### src/rtl/axibus2rambus.sv
// AXI4 read master that copies a contiguous block of beats from DDR into a local RAM write port.
// Long transfers are split into INCR bursts of at most C_MAX_BURST_LEN beats, one AR outstanding.
module axibus2rambus #(
    parameter int unsigned C_M_AXI_ID_WIDTH   = 1,
    parameter int unsigned C_M_AXI_LEN_WIDTH  = 8,
    parameter int unsigned C_M_AXI_ADDR_WIDTH = 32,
    parameter int unsigned C_M_AXI_DATA_WIDTH = 128,
    parameter int unsigned C_RAM_ADDR_WIDTH   = 10,
    parameter int unsigned C_MAX_BURST_LEN    = 16
) (
    input  logic                          I_clk,
    input  logic                          I_rst_n,
    input  logic                          I_ap_start,
    output logic                          O_ap_done,
    output logic                          O_ap_ready,
    output logic                          O_ap_idle,
    output logic                          O_err,
    input  logic [C_M_AXI_ADDR_WIDTH-1:0] I_base_addr,
    input  logic [C_RAM_ADDR_WIDTH-1:0]   I_len,
    output logic [C_RAM_ADDR_WIDTH-1:0]   O_waddr,
    output logic                          O_wr,
    output logic [C_M_AXI_DATA_WIDTH-1:0] O_wdata,
    output logic [C_M_AXI_ID_WIDTH-1:0]   O_maxi_arid,
    output logic [C_M_AXI_ADDR_WIDTH-1:0] O_maxi_araddr,
    output logic [C_M_AXI_LEN_WIDTH-1:0]  O_maxi_arlen,
    output logic [2:0]                    O_maxi_arsize,
    output logic [1:0]                    O_maxi_arburst,
    output logic                          O_maxi_arvalid,
    input  logic                          I_maxi_arready,
    input  logic [C_M_AXI_ID_WIDTH-1:0]   I_maxi_rid,
    input  logic [C_M_AXI_DATA_WIDTH-1:0] I_maxi_rdata,
    input  logic [1:0]                    I_maxi_rresp,
    input  logic                          I_maxi_rlast,
    input  logic                          I_maxi_rvalid,
    output logic                          O_maxi_rready
);

    localparam int unsigned Bytes = C_M_AXI_DATA_WIDTH / 8;
    // Wide enough to hold a full 2^LEN-beat burst count.
    localparam int unsigned BW    = C_M_AXI_LEN_WIDTH + 1;

    localparam logic [1:0] StIdle = 2'd0;
    localparam logic [1:0] StAr   = 2'd1;
    localparam logic [1:0] StRd   = 2'd2;
    localparam logic [1:0] StDone = 2'd3;

    logic [1:0]                    state_q, state_d;
    logic [C_M_AXI_ADDR_WIDTH-1:0] addr_ptr_q, addr_ptr_d;
    logic [C_RAM_ADDR_WIDTH-1:0]   remaining_q, remaining_d;
    logic [C_RAM_ADDR_WIDTH-1:0]   wcnt_q, wcnt_d;
    logic [BW-1:0]                 burst_len_q, burst_len_d;
    logic [BW-1:0]                 beat_q, beat_d;
    logic                          arvalid_q, arvalid_d;
    logic [C_M_AXI_ADDR_WIDTH-1:0] araddr_q, araddr_d;
    logic [C_M_AXI_LEN_WIDTH-1:0]  arlen_q, arlen_d;
    logic                          rready_q, rready_d;
    logic                          wr_q, wr_d;
    logic [C_RAM_ADDR_WIDTH-1:0]   waddr_q, waddr_d;
    logic [C_M_AXI_DATA_WIDTH-1:0] wdata_q, wdata_d;
    logic                          done_q, done_d;
    logic                          idle_q, idle_d;
    logic                          err_q, err_d;

    logic [BW-1:0]                 burst_w;
    logic                          beat_w;
    logic                          last_w;

    logic unused_rid;
    assign unused_rid = ^I_maxi_rid;

    function automatic logic [BW-1:0] burst_of(input logic [C_RAM_ADDR_WIDTH-1:0] rem);
        logic [31:0] r;
        r = 32'(rem);
        if (r > C_MAX_BURST_LEN) begin
            return BW'(C_MAX_BURST_LEN);
        end
        return BW'(r);
    endfunction

    assign beat_w = I_maxi_rvalid && rready_q;
    assign last_w = (beat_q == (burst_len_q - BW'(1)));

    always_comb begin
        state_d     = state_q;
        addr_ptr_d  = addr_ptr_q;
        remaining_d = remaining_q;
        wcnt_d      = wcnt_q;
        burst_len_d = burst_len_q;
        beat_d      = beat_q;
        arvalid_d   = arvalid_q;
        araddr_d    = araddr_q;
        arlen_d     = arlen_q;
        rready_d    = rready_q;
        wr_d        = 1'b0;
        waddr_d     = waddr_q;
        wdata_d     = wdata_q;
        done_d      = done_q;
        idle_d      = idle_q;
        err_d       = err_q;
        burst_w     = '0;

        unique case (state_q)
            StIdle: begin
                if (I_ap_start) begin
                    err_d       = 1'b0;
                    idle_d      = 1'b0;
                    wcnt_d      = '0;
                    addr_ptr_d  = I_base_addr;
                    remaining_d = I_len;
                    if (I_len == '0) begin
                        state_d = StDone;
                        done_d  = 1'b1;
                    end else begin
                        burst_w     = burst_of(I_len);
                        state_d     = StAr;
                        arvalid_d   = 1'b1;
                        araddr_d    = I_base_addr;
                        arlen_d     = C_M_AXI_LEN_WIDTH'(burst_w - BW'(1));
                        burst_len_d = burst_w;
                    end
                end
            end
            StAr: begin
                if (I_maxi_arready) begin
                    arvalid_d   = 1'b0;
                    rready_d    = 1'b1;
                    remaining_d = remaining_q - C_RAM_ADDR_WIDTH'(burst_len_q);
                    addr_ptr_d  = addr_ptr_q
                                + C_M_AXI_ADDR_WIDTH'(32'(burst_len_q) * Bytes);
                    beat_d      = '0;
                    state_d     = StRd;
                end
            end
            StRd: begin
                if (beat_w) begin
                    wr_d    = 1'b1;
                    waddr_d = wcnt_q;
                    wdata_d = I_maxi_rdata;
                    wcnt_d  = wcnt_q + C_RAM_ADDR_WIDTH'(1);
                    beat_d  = beat_q + BW'(1);
                    if (I_maxi_rresp != 2'b00) begin
                        err_d = 1'b1;
                    end
                    // The local beat count decides the burst end; rlast only flags errors.
                    if (I_maxi_rlast != last_w) begin
                        err_d = 1'b1;
                    end
                    if (last_w) begin
                        rready_d = 1'b0;
                        if (remaining_q != '0) begin
                            burst_w     = burst_of(remaining_q);
                            state_d     = StAr;
                            arvalid_d   = 1'b1;
                            araddr_d    = addr_ptr_q;
                            arlen_d     = C_M_AXI_LEN_WIDTH'(burst_w - BW'(1));
                            burst_len_d = burst_w;
                        end else begin
                            state_d = StDone;
                        end
                    end
                end
            end
            StDone: begin
                // First DONE cycle lets the final RAM write land before the done pulse.
                if (done_q) begin
                    done_d  = 1'b0;
                    idle_d  = 1'b1;
                    state_d = StIdle;
                end else begin
                    done_d = 1'b1;
                end
            end
            default: begin
                state_d = StIdle;
            end
        endcase
    end

    always_ff @(posedge I_clk) begin
        if (!I_rst_n) begin
            state_q     <= StIdle;
            addr_ptr_q  <= '0;
            remaining_q <= '0;
            wcnt_q      <= '0;
            burst_len_q <= '0;
            beat_q      <= '0;
            arvalid_q   <= 1'b0;
            araddr_q    <= '0;
            arlen_q     <= '0;
            rready_q    <= 1'b0;
            wr_q        <= 1'b0;
            waddr_q     <= '0;
            wdata_q     <= '0;
            done_q      <= 1'b0;
            idle_q      <= 1'b1;
            err_q       <= 1'b0;
        end else begin
            state_q     <= state_d;
            addr_ptr_q  <= addr_ptr_d;
            remaining_q <= remaining_d;
            wcnt_q      <= wcnt_d;
            burst_len_q <= burst_len_d;
            beat_q      <= beat_d;
            arvalid_q   <= arvalid_d;
            araddr_q    <= araddr_d;
            arlen_q     <= arlen_d;
            rready_q    <= rready_d;
            wr_q        <= wr_d;
            waddr_q     <= waddr_d;
            wdata_q     <= wdata_d;
            done_q      <= done_d;
            idle_q      <= idle_d;
            err_q       <= err_d;
        end
    end

    assign O_ap_done      = done_q;
    assign O_ap_ready     = done_q;
    assign O_ap_idle      = idle_q;
    assign O_err          = err_q;
    assign O_waddr        = waddr_q;
    assign O_wr           = wr_q;
    assign O_wdata        = wdata_q;
    assign O_maxi_arid    = '0;
    assign O_maxi_araddr  = araddr_q;
    assign O_maxi_arlen   = arlen_q;
    assign O_maxi_arsize  = 3'($clog2(Bytes));
    assign O_maxi_arburst = 2'b01;
    assign O_maxi_arvalid = arvalid_q;
    assign O_maxi_rready  = rready_q;

endmodule

### config.mk
export PLATFORM = sky130hd
export DESIGN_NAME = axibus2rambus
export DESIGN_NICKNAME = d
export VERILOG_FILES = /design/src/rtl/axibus2rambus.sv
export SDC_FILE = /design/constraint.sdc
export NUM_CORES = 1
export LEC_CHECK = 0
export CORE_MARGIN = 2
export CORE_UTILIZATION = 50
export CTS_BUF_LIST = sky130_fd_sc_hd__clkbuf_16
export DETAILED_ROUTE_END_ITERATION = 10
export GPL_ROUTABILITY_DRIVEN = 0
export PLACE_DENSITY_LB_ADDON = 0.3
export RECOVER_POWER = 25
export SYNTH_ARGS = -nofsm -noshare
export SYNTH_HDL_FRONTEND = slang
export SYNTH_SLANG_ARGS = --single-unit
### constraint.sdc
create_clock -name I_clk -period 7.4 [get_ports I_clk]
set_clock_uncertainty 0.1 [all_clocks]
set_input_delay 0.74 -clock I_clk [delete_from_list [all_inputs] [get_ports I_clk]]
set_output_delay 0.74 -clock I_clk [all_outputs]
set_load 0.03 [all_outputs]
# After elaboration in Yosys (flattened, before gate mapping)
# Index checks and enable logic that the tools add are counted.
[classes] order_cmp=2 eq_ne=14 mux=81 n_reduce_logical=22 add_sub_neg=7
[op_table] operator="$mux 32" count=7
[op_table] operator="$mux 9" count=18
[op_table] operator="$pmux 32 s2" count=2
[op_table] operator="$mux 10" count=4
[op_table] operator="$mux 8" count=5
[op_table] operator="$pmux 10 s2" count=2
[op_table] operator="$pmux 9 s2" count=2
[op_table] operator="$add 32x13->32" count=1
[op_table] operator="$mux 1" count=27
[op_table] operator="$gt 10x5->1 const B" count=2
[op_table] operator="$ne 2x2->1 const B" count=8
[op_table] operator="$pmux 8 s2" count=1
[op_table] operator="$sub 8x1->8 const B" count=2
[op_table] operator="$reduce_and 3->1" count=5
[op_table] operator="$mux 2" count=7
[op_table] operator="$add 10x1->10 const B" count=1
[op_table] operator="$logic_not 10->1" count=1
[op_table] operator="$reduce_bool 10->1" count=1
[op_table] operator="$reduce_bool 2->1" count=5
[op_table] operator="$sub 10x9->10" count=1
[op_table] operator="$add 9x1->9 const B" count=1
[op_table] operator="$eq 9x9->1" count=1
[op_table] operator="$sub 9x1->9 const B" count=1
[op_table] operator="$pmux 1 s2" count=4
[op_table] operator="14 further kinds" count=17
[totals] input_bits=179 word_cells=142 ff_bits=256 out_inout_bits=191

# Logic depth before layout (Yosys ltp)
# Gate-level depths: netlist of the first run.
[logic_depth] ltp_word=16 mapped_depth=11 ltp_nobuf=10

# Worst setup path before layout of the first run
# Ideal clock, no wire load.
[synth_path] kind="register to register" start="reg burst_len_q[1]" end="reg araddr_q[31] (netlist: O_maxi_araddr[31])" period_less_slack_ps=2586 slack_ps=4814 path_stages_with_launch=12 path_buffers=2 arrival_time_ps=2397 setup_ps=88 cell_sequence="dfxtp_1 > inv_1 > ha_1 > nor3b_2 > mux2_2 > o22ai_1 > o2111a_1 > o21a_1 > buf_6 > buf_6 > nor2_1 > a311oi_2"
[synth_between] elab_chain_cells=4
[synth_lines] element="from (decl)" line_no="51" rtl="logic [BW-1:0] burst_len_q, burst_len_d;"
[synth_lines] element="from (signal assigned)" line_no="202" rtl="burst_len_q <= burst_len_d;"
[synth_lines] element="$sub 9x1->9" line_no="81" rtl="assign last_w = (beat_q == (burst_len_q - BW'(1)));"
[synth_lines] element="$eq 9x9->1" line_no="81"
[synth_lines] element="$ne 2x2->1 (no line)"
[synth_lines] element="$reduce_and 6->1 (no line)"
[synth_lines] element="to (signal assigned)" line_no="205" rtl="araddr_q <= araddr_d;"
[synth_lines] element="to (decl)" line_no="54" rtl="logic [C_M_AXI_ADDR_WIDTH-1:0] araddr_q, araddr_d;"
# No other way between the ends.
# A chain may end at the register's enable or synchronous reset.

# Worst setup path after layout of the first run
[layout_path] start="reg state_q[1]" end="reg wdata_q[103] (netlist: O_wdata[103])"
[layout_between] elab_chain_cells=2
[layout_lines] element="from (decl)" line_no="47" rtl="logic [1:0] state_q, state_d;"
[layout_lines] element="from (signal assigned)" line_no="181" rtl="state_q <= StIdle;"
[layout_lines] element="from (signal assigned)" line_no="198" rtl="state_q <= state_d;"
[layout_lines] element="$eq 2x2->1" line_no="102" rtl="unique case (state_q)"
[layout_lines] element="$reduce_and 2->1 (no line)"
[layout_lines] element="to (signal assigned)" line_no="210" rtl="wdata_q <= wdata_d;"
[layout_lines] element="to (decl)" line_no="59" rtl="logic [C_M_AXI_DATA_WIDTH-1:0] wdata_q, wdata_d;"
# No other way between the ends.

==> flow_summary.json, run 1 <==
{
  "ioPinCount": 370,
  "hold_class": "flop to flop",
  "ant_nets": 0,
  "grt_pass1_vias": 10800,
  "final.setup.tns_ns": 0,
  "area_delta_synth_final_pct": 39.9,
  "fmax_mhz": 275,
  "async_reset_ff_frac": 0,
  "pre_cts_slack_ns": 3.71,
  "cp_max_fo": 77,
  "crit_type": "flop to flop",
  "synthFlopType": "dfxtp_1",
  "startpoint_type": "flop",
  "seqPwrFrac": 0.435,
  "cts_max_level": 1,
  "rows": 54,
  "viasPerCell": 5.58,
  "cts_setup_buffers": 0,
  "numCtsBuffers": 29,
  "via_count": 11400,
  "grt_overflow": 0,
  "clk_transition_reported_paths_ns": 0.06,
  "p_int_mw": 2.51,
  "crit_required_ns": 7.75,
  "final_cell_mix": "414 x nand2_1, 256 x dfxtp_1, 256 x clkdlybuf4s50_1",
  "io_buffers": 362,
  "mostFrequentLayoutCell": "nand2_1",
  "hpwlAfterDp_mm": 23.8,
  "cap_viol_max_count": 0,
  "cts-resized-gates": 0,
  "die-area_sq_um": 23700,
  "rsz0062_at_grt": "false",
  "cts_max_path_buffers": 3,
  "netlist_area_sq_um": 11300,
  "nNetsFinal": 1941,
  "clk_root_buffer_cell": "clkbuf_16",
  "status": "finished clean",
  "total_power_mw": 3.45,
  "hold_violations": 0,
  "drtPass1Iterations": 6,
  "route.detailed.drc": 0,
  "synth.distinct_cells": 64,
  "holdBufCountCts": 0,
  "slew_violations": 0,
  "tightest_slew_ns": 1.04,
  "start_util": 0.513,
  "grtUsageTotal": 0.281,
  "ys_warn_count": 0,
  "ys_seq_area_frac": 0.455,
  "antenna_found_initial": 3,
  "setup_violations": 0,
  "grt_max_degree": 129,
  "p_sw_frac": 0.273,
  "finalWorstSetupSlack_ns": 3.77,
  "wl_mm": 34.7,
  "dieHeight_microns": 154,
  "synthCells": 1439,
  "wl_per_cell_microns": 17.0,
  "cp-end-kind": "flop",
  "synth_seq_cells": 256,
  "ir_drop_mv": 0.180,
  "p_clk_frac": 0.396,
  "min_period_ns": 3.63,
  "grt_pass1_wl_mm": 55.3,
  "cts_tree": "built",
  "period_share": 0.491,
  "p_comb_frac": 0.168,
  "powerDensity_nw_per_um2": 219,
  "drt_iter0_drc": 875,
  "finalInstanceArea_sq_um": 15800,
  "worstPathArrival_ns": 3.98,
  "detailed_place.area_sq_um": 14800,
  "hold_ws_ns": 0.348,
  "die_w_microns": 154,
  "p_sw_uw": 942,
  "slew_headroom": 0.304,
  "leakage_nw": 5.88,
  "insertion_delay_ns": 0.53,
  "avgSynthCellArea_sq_um": 7.83,
  "drive_gt1_frac": 0.0369,
  "core_sq_um": 22000,
  "synth_edf_count": 0,
  "cts_sinks": 256
}
-- registers in the layout (all words and copies together), names as in the netlist, 9 cells and up --
register and flops:
beat_q 9, O_wdata 128, burst_len_q 9, O_maxi_araddr 32, remaining_q 10, addr_ptr_q 32
wcnt_q 10, O_waddr 10
-- logic make-up (layout without fill, tap and decap cells) --
family                   count (synthesis)  in the layout  synth area share
AO/OA/AOI/OAI                          344            344             0.190
AND/OR/NAND/NOR                        648            648             0.242
other                                    2              8          0.000667
adder cells (fa/ha/maj)                 24             24            0.0280
XOR/XNOR                                36             36            0.0280
multiplexers                             5              5           0.00478
buffers and inverters                  124            441            0.0506
flip-flops                             256            256             0.455
-- path summary, 6_finish.rpt --
path / end / from / slack, ns / depth (start not counted)
max: O_wdata[103] / state_q[1] / 3.77 / 5
min: O_wdata[2] / O_wdata[2] / 0.35 / 2
max reg2reg: O_wdata[103] / state_q[1] / 3.77 / 5
min reg2reg: O_wdata[2] / O_wdata[2] / 0.35 / 2
-- power by group through the flow --
stage               Combinational (mW)  Clock (mW)  Sequential (mW)
finish                           0.581        1.37             1.50
global route                     0.634        1.44             1.51
floorplan                        0.315           0             1.57
CTS                              0.587        1.39             1.50
detailed placement               0.582           0             1.53
global placement                 0.569           0             1.53
-- stage by stage --
| step | utilization | std cells |
|---|---|---|
| floorplan | - | 1443 |
| global placement | 0.676 | 1987 |
| detailed placement | 0.676 | 1987 |
| CTS | 0.717 | 2040 |
| global route | 0.718 | 2042 |
| finish | 0.718 | 2042 |
-- routing by layer --
| metal | GRT usage | wire length [microns] | up-vias |
|---|---|---|---|
| met5 | 0 | 13 | - |
| met4 | 0.0997 | 1140 | 2 |
| li1 | - | - | 5543 |
| met2 | 0.469 | 16300 | 548 |
| met3 | 0.0755 | 3260 | 82 |
| met1 | 0.351 | 14000 | 5227 |
-- Yosys cell counts, types with 12 or more instances --
master | number | area, sq um
inv_1 | 16 | 60.1
nor2_1 | 106 | 398
nand3_1 | 34 | 170
o21ai_0 | 33 | 165
xor2_1 | 16 | 140
a311oi_1 | 37 | 324
clkbuf_1 | 83 | 312
and3_1 | 12 | 75.1
dfxtp_1 | 256 | 5120
nor3_1 | 20 | 100
a211oi_1 | 16 | 120
ha_1 | 22 | 275
nor4_1 | 12 | 75.1
a21oi_1 | 178 | 891
xnor2_1 | 20 | 175
nand2_1 | 414 | 1550
-- area by class of cell --
cell class	instances	area, sq um
Timing Repair Buffer	371	3690
Antenna cell	2	5.00
Sequential cell	256	5120
Fill cell	1713	6200
Tap cell	280	350
Clock buffer	29	726
Clock inverter	24	179
Inverter	17	68.8
Multi-Input combinational cell	1063	5610
-- critical path: stages, from the launching register on --
cell and delay, ns:
dfxtp_1 0.66, nor2b_2 0.87, and3_4 0.77, buf_4 0.73
nand2_1 0.21, a21oi_1 0.18
No activity file was read; power rests on OpenSTA's default activity.
==> run 2: changes to the inputs <==
CORE_UTILIZATION = 42   (was 50)
clock period = 3.2 ns   (was 7.4 ns; I/O delays follow)
==> run 2 against run 1 <==
  * The run now ends with max-capacitance violations, max-slew violations left
  * Wire length is 3.3% higher
  * Via count is 0.95% higher
  * First-iteration DRC count is 8.7% lower
  * Utilization is 10 points lower
  * Hold slack worse by 0.14 ns
  * Sequential cell count stayed put
  * Critical endpoint is now burst_len_q[3]
==> flow_summary.json, run 2 (synthesis results as in run 1) <==
{
  "drive_gt1_frac": 0.0514,
  "tightest_slew_ns": 1.57,
  "largest_reg_flops": 128,
  "die_w_microns": 168,
  "area_delta_synth_final_pct": 43.2,
  "hold_violations": 0,
  "cts-resized-gates": 0,
  "mostFrequentLayoutCell": "nand2_1",
  "rsz0062_at_grt": "false",
  "slew_headroom": -0.0492,
  "nFillCells": 2285,
  "insertion_delay_ns": 0.55,
  "dieHeight_microns": 168,
  "wl_per_cell_microns": 16.8,
  "violations": "max-capacitance violations, max-slew violations",
  "drtPass1Iterations": 5,
  "hold_class": "primary input to flop",
  "grt_max_degree": 143,
  "cp_max_fo": 19,
  "grt_pass1_wl_mm": 56.8,
  "crit_type": "flop to flop",
  "startpoint_type": "flop",
  "clk_root_buffer_cell": "clkbuf_16",
  "start_util": 0.430,
  "ir_drop_mv": 0.386,
  "cts_max_path_buffers": 3,
  "cts_setup_buffers": 0,
  "viasPerCell": 5.42,
  "hpwlAfterDp_mm": 25.4,
  "slew_violations": 143,
  "grt_overflow": 0,
  "route.detailed.drc": 0,
  "setup_violations": 0,
  "rr_worst_depth": 10,
  "whs_path_depth": 3,
  "wl_mm": 35.8,
  "cts_tree": "built",
  "grtUsageTotal": 0.246,
  "crit_required_ns": 3.56,
  "grt_pass1_vias": 10900,
  "rows": 59,
  "via_count": 11500,
  "drt_iter0_drc": 799,
  "clk_transition_reported_paths_ns": 0.06,
  "ant_nets": 0,
  "period_share": 0.906,
  "holdBufCountCts": 0,
  "antenna_found_initial": 3,
  "cts_max_level": 1,
  "powerDensity_nw_per_um2": 498,
  "cp-end-kind": "flop",
  "detailed_place.area_sq_um": 15300,
  "final_cell_mix": "414 x nand2_1, 279 x clkdlybuf4s50_1, 256 x dfxtp_1",
  "hold_ws_ns": 0.213,
  "leakage_nw": 5.98,
  "cap_viol_max_count": 1,
  "cts_sinks": 256,
  "worstPathArrival_ns": 3.26,
  "nNetsFinal": 1969,
  "status": "complete, but fails checks",
  "final.setup.tns_ns": 0,
  "fmax_mhz": 345,
  "finalInstanceArea_sq_um": 16100,
  "min_period_ns": 2.90,
  "numCtsBuffers": 29,
  "io_buffers": 362,
  "ioPinCount": 370,
  "die-area_sq_um": 28100,
  "core_sq_um": 26200
}
-- run 2: where the power goes --
group | switching, mW | total, mW | internal [mW]
combinational | 0.773 | 1.43 | 0.656
sequential | 0.132 | 3.46 | 3.33
clock | 1.35 | 3.15 | 1.80
-- run 2: stage by stage --
step	setup WS (ns)	power [mW]	std cells	util
2_1_floorplan	0.614	4.36	1443	-
3_3_place_gp	0.438	4.93	2070	0.582
3_5_place_dp	0.384	4.96	2070	0.582
4_1_cts	0.331	8.11	2124	0.616
5_1_grt	0.131	8.38	2125	0.615
6_report	0.300	8.04	2125	0.615
-- run 2: final timing paths --
check	start	end	slack (ns)
min	I_maxi_rdata[87]	O_wdata[87]	0.21
max reg2reg	burst_len_q[1]	burst_len_q[3]	0.30
max	burst_len_q[1]	burst_len_q[3]	0.30
min reg2reg	O_wdata[114]	O_wdata[114]	0.35
-- run 2: area by class of cell --
cell class	count	area [sq um]	share of cell area
multi-input combinational	1063	5600	0.347
sequential	256	5120	0.318
timing repair buffer	399	4020	0.249
clock buffer	29	726	0.0450
tap	335	419	0.0260
clock inverter	25	163	0.0101
inverter	17	68.8	0.00427
antenna	1	2.50	0.000155
-- run 2: routing by layer --
layer	global-route usage	part of all wire
met1	0.306	0.41
met2	0.398	0.45
met3	0.0681	0.096
met4	0.110	0.044
met5	0	0.00075
-- run 2: critical path, stage by stage, from the launching register on --
cell      delay [ns]
dfxtp_1         0.31
inv_1           0.07
ha_1            0.17
nor3b_2         0.45
mux2_2          0.39
o22ai_1         0.16
o2111a_1        0.29
o21a_2          0.28
buf_4           0.28
nor2_1          0.07
a211oi_1        0.23
==> run 3: changes to the inputs <==
GPL_TIMING_DRIVEN = 0   (was default)
==> run 3 against run 2 <==
  * The run now ends clean
  * Hold slack improved by 0.011 ns
  * Count of clock-buffer cells in the layout unchanged
  * Die area unchanged
  * Critical endpoint is now O_maxi_araddr[29]
==> flow_summary.json, run 3 (synthesis results as in run 1) <==
{
  "hold_class": "primary input to flop",
  "critical-path-top-delay-family": "compound AO/OA/AOI/OAI gates",
  "cp_cell_sequence": "inv_1 > ha_1 > nor3b_4 > mux2_2 > o22ai_1 > o2111a_1 > o21a_1 > buf_6 > buf_6 > nor2_1 > a311oi_1",
  "hold_violations": 0,
  "leakage_nw": 6.05,
  "p_sw_frac": 0.287,
  "grtUsageTotal": 0.277,
  "numCtsBuffers": 29,
  "cp_common_cell": "buf_6",
  "max_stage_delay_ns": 0.44,
  "setup_violations": 0,
  "start_util": 0.430,
  "final_cell_mix": "414 x nand2_1, 257 x clkdlybuf4s50_1, 256 x dfxtp_1",
  "drive_gt1_frac": 0.0388,
  "cts_max_path_buffers": 3,
  "status": "finished clean",
  "dieHeight_microns": 168,
  "p_clk_frac": 0.387,
  "powerDensity_nw_per_um2": 500,
  "cts_max_level": 1,
  "multiInputGateArea_sq_um": 5590,
  "rsz0062_at_grt": "false",
  "period_share": 0.938,
  "cap_viol_max_count": 0,
  "ir_drop_mv": 0.412,
  "io_buffers": 362,
  "worstPathArrival_ns": 3.34,
  "worst-path-buf-inv": 3,
  "cp-end-kind": "flop",
  "largest_reg_flops": 128,
  "nNetsFinal": 2039,
  "cp_max_fo": 10,
  "via_count": 12000,
  "p_sw_mw": 2.33,
  "grt_overflow": 0,
  "rows": 59,
  "p_comb_frac": 0.184,
  "seqPwrFrac": 0.428,
  "crit_required_ns": 3.54,
  "core_sq_um": 26200,
  "ant_nets": 0,
  "holdBufCountCts": 0,
  "drt_iter0_drc": 1051,
  "cts_tree": "built",
  "drtPass1Iterations": 5,
  "final.setup.tns_ns": 0,
  "critical_path.slowest_cell": "dfxtp_1",
  "hold_ws_ns": 0.223,
  "route.detailed.drc": 0,
  "nFillCells": 2252,
  "startpoint_type": "flop",
  "die-area_sq_um": 28100,
  "wl_mm": 40.4,
  "min_period_ns": 3.00,
  "insertion_delay_ns": 0.55,
  "regArea_sq_um": 5120,
  "clk_root_buffer_cell": "clkbuf_16",
  "viasPerCell": 5.46,
  "p_int_mw": 5.78,
  "grt_pass1_vias": 11400,
  "ioPinCount": 370,
  "clk_transition_reported_paths_ns": 0.06,
  "area_delta_synth_final_pct": 44.0,
  "slew_headroom": 0.415,
  "wl_per_cell_microns": 18.4,
  "cts_sinks": 256,
  "slew_violations": 0,
  "grt_pass1_wl_mm": 62.4,
  "cts_setup_buffers": 0,
  "antenna_found_initial": 3,
  "mostFrequentLayoutCell": "nand2_1",
  "tightest_slew_ns": 0.878,
  "die_w_microns": 168,
  "hpwlAfterDp_mm": 30.2,
  "grt_max_degree": 14,
  "crit_type": "flop to flop",
  "fmax_mhz": 333
}
## run 3: changes by cell type in the layout (fill, tap and decap cells not counted), moves of 2 or more
cell             delta
clkbuf_1           +81
buf_6              +10
clkbuf_2            +2
buf_12             -10
buf_4              -17
inv_6               -2
buf_1               +3
buf_2               +2
clkdlybuf4s50_1    -22
dlygate4sd3_1      +22
## run 3: through the flow
step                      worst slack (ns)  cell area, sq um  std cells   util  total power, mW
after global placement             0.00606             15300       2140  0.585             4.98
after floorplan                      0.614             11300       1443      -             4.36
after global routing                0.0117             16200       2194  0.619             8.40
after CTS                            0.135             16200       2193  0.618             8.12
after detailed placement            0.0216             15300       2140  0.585             5.01
final                                0.198             16200       2194  0.619             8.10
## run 3: layer usage
layer,part of all wire,global-route usage,wire length [microns]
met5,0.00059,0,24
met4,0.038,0.102,1530
met3,0.099,0.0714,4020
met2,0.46,0.461,18500
met1,0.41,0.347,16400
## run 3: final timing paths
path	from	to	slack, ns	depth (start not counted)
worst max-delay path	burst_len_q[1]	O_maxi_araddr[29]	0.20	11
worst min-delay path	I_maxi_rdata[88]	O_wdata[88]	0.22	3
worst max register to register	burst_len_q[1]	O_maxi_araddr[29]	0.20	11
worst min register to register	O_wdata[89]	O_wdata[89]	0.35	2
## run 3: power groups by stage
| stage | combinational [mW] | sequential [mW] | clock, mW |
|---|---|---|---|
| floorplan | 0.729 | 3.63 | 0 |
| global placement | 1.45 | 3.53 | 0 |
| global route | 1.60 | 3.49 | 3.31 |
| CTS | 1.48 | 3.47 | 3.17 |
| finish | 1.49 | 3.47 | 3.14 |
| detailed placement | 1.47 | 3.54 | 0 |
## run 3: tightest hold or removal path, delay by kind of cell
kind | cells | cell delay [ns]
AND/OR/NAND/NOR | 1 | 0.06
AO/OA/AOI/OAI | 1 | 0.05
buffers and inverters | 1 | 0.39
## run 3: layout make-up
| class | instances | area share |
|---|---|---|
| Clock buffer | 29 | 0.0448 |
| Inverter | 17 | 0.00394 |
| Timing Repair Buffer | 362 | 0.224 |
| Tap cell | 335 | 0.0259 |
| Antenna cell | 1 | 0.000154 |
| Sequential cell | 256 | 0.316 |
| Buffer | 107 | 0.0314 |
| Clock inverter | 24 | 0.00949 |
| Multi-Input combinational cell | 1063 | 0.345 |
## run 3: repair_timing
action                                  CTS  global route
resized for setup                         0             5
endpoints found under the setup margin    0            31
hold endpoints to repair                  0             0
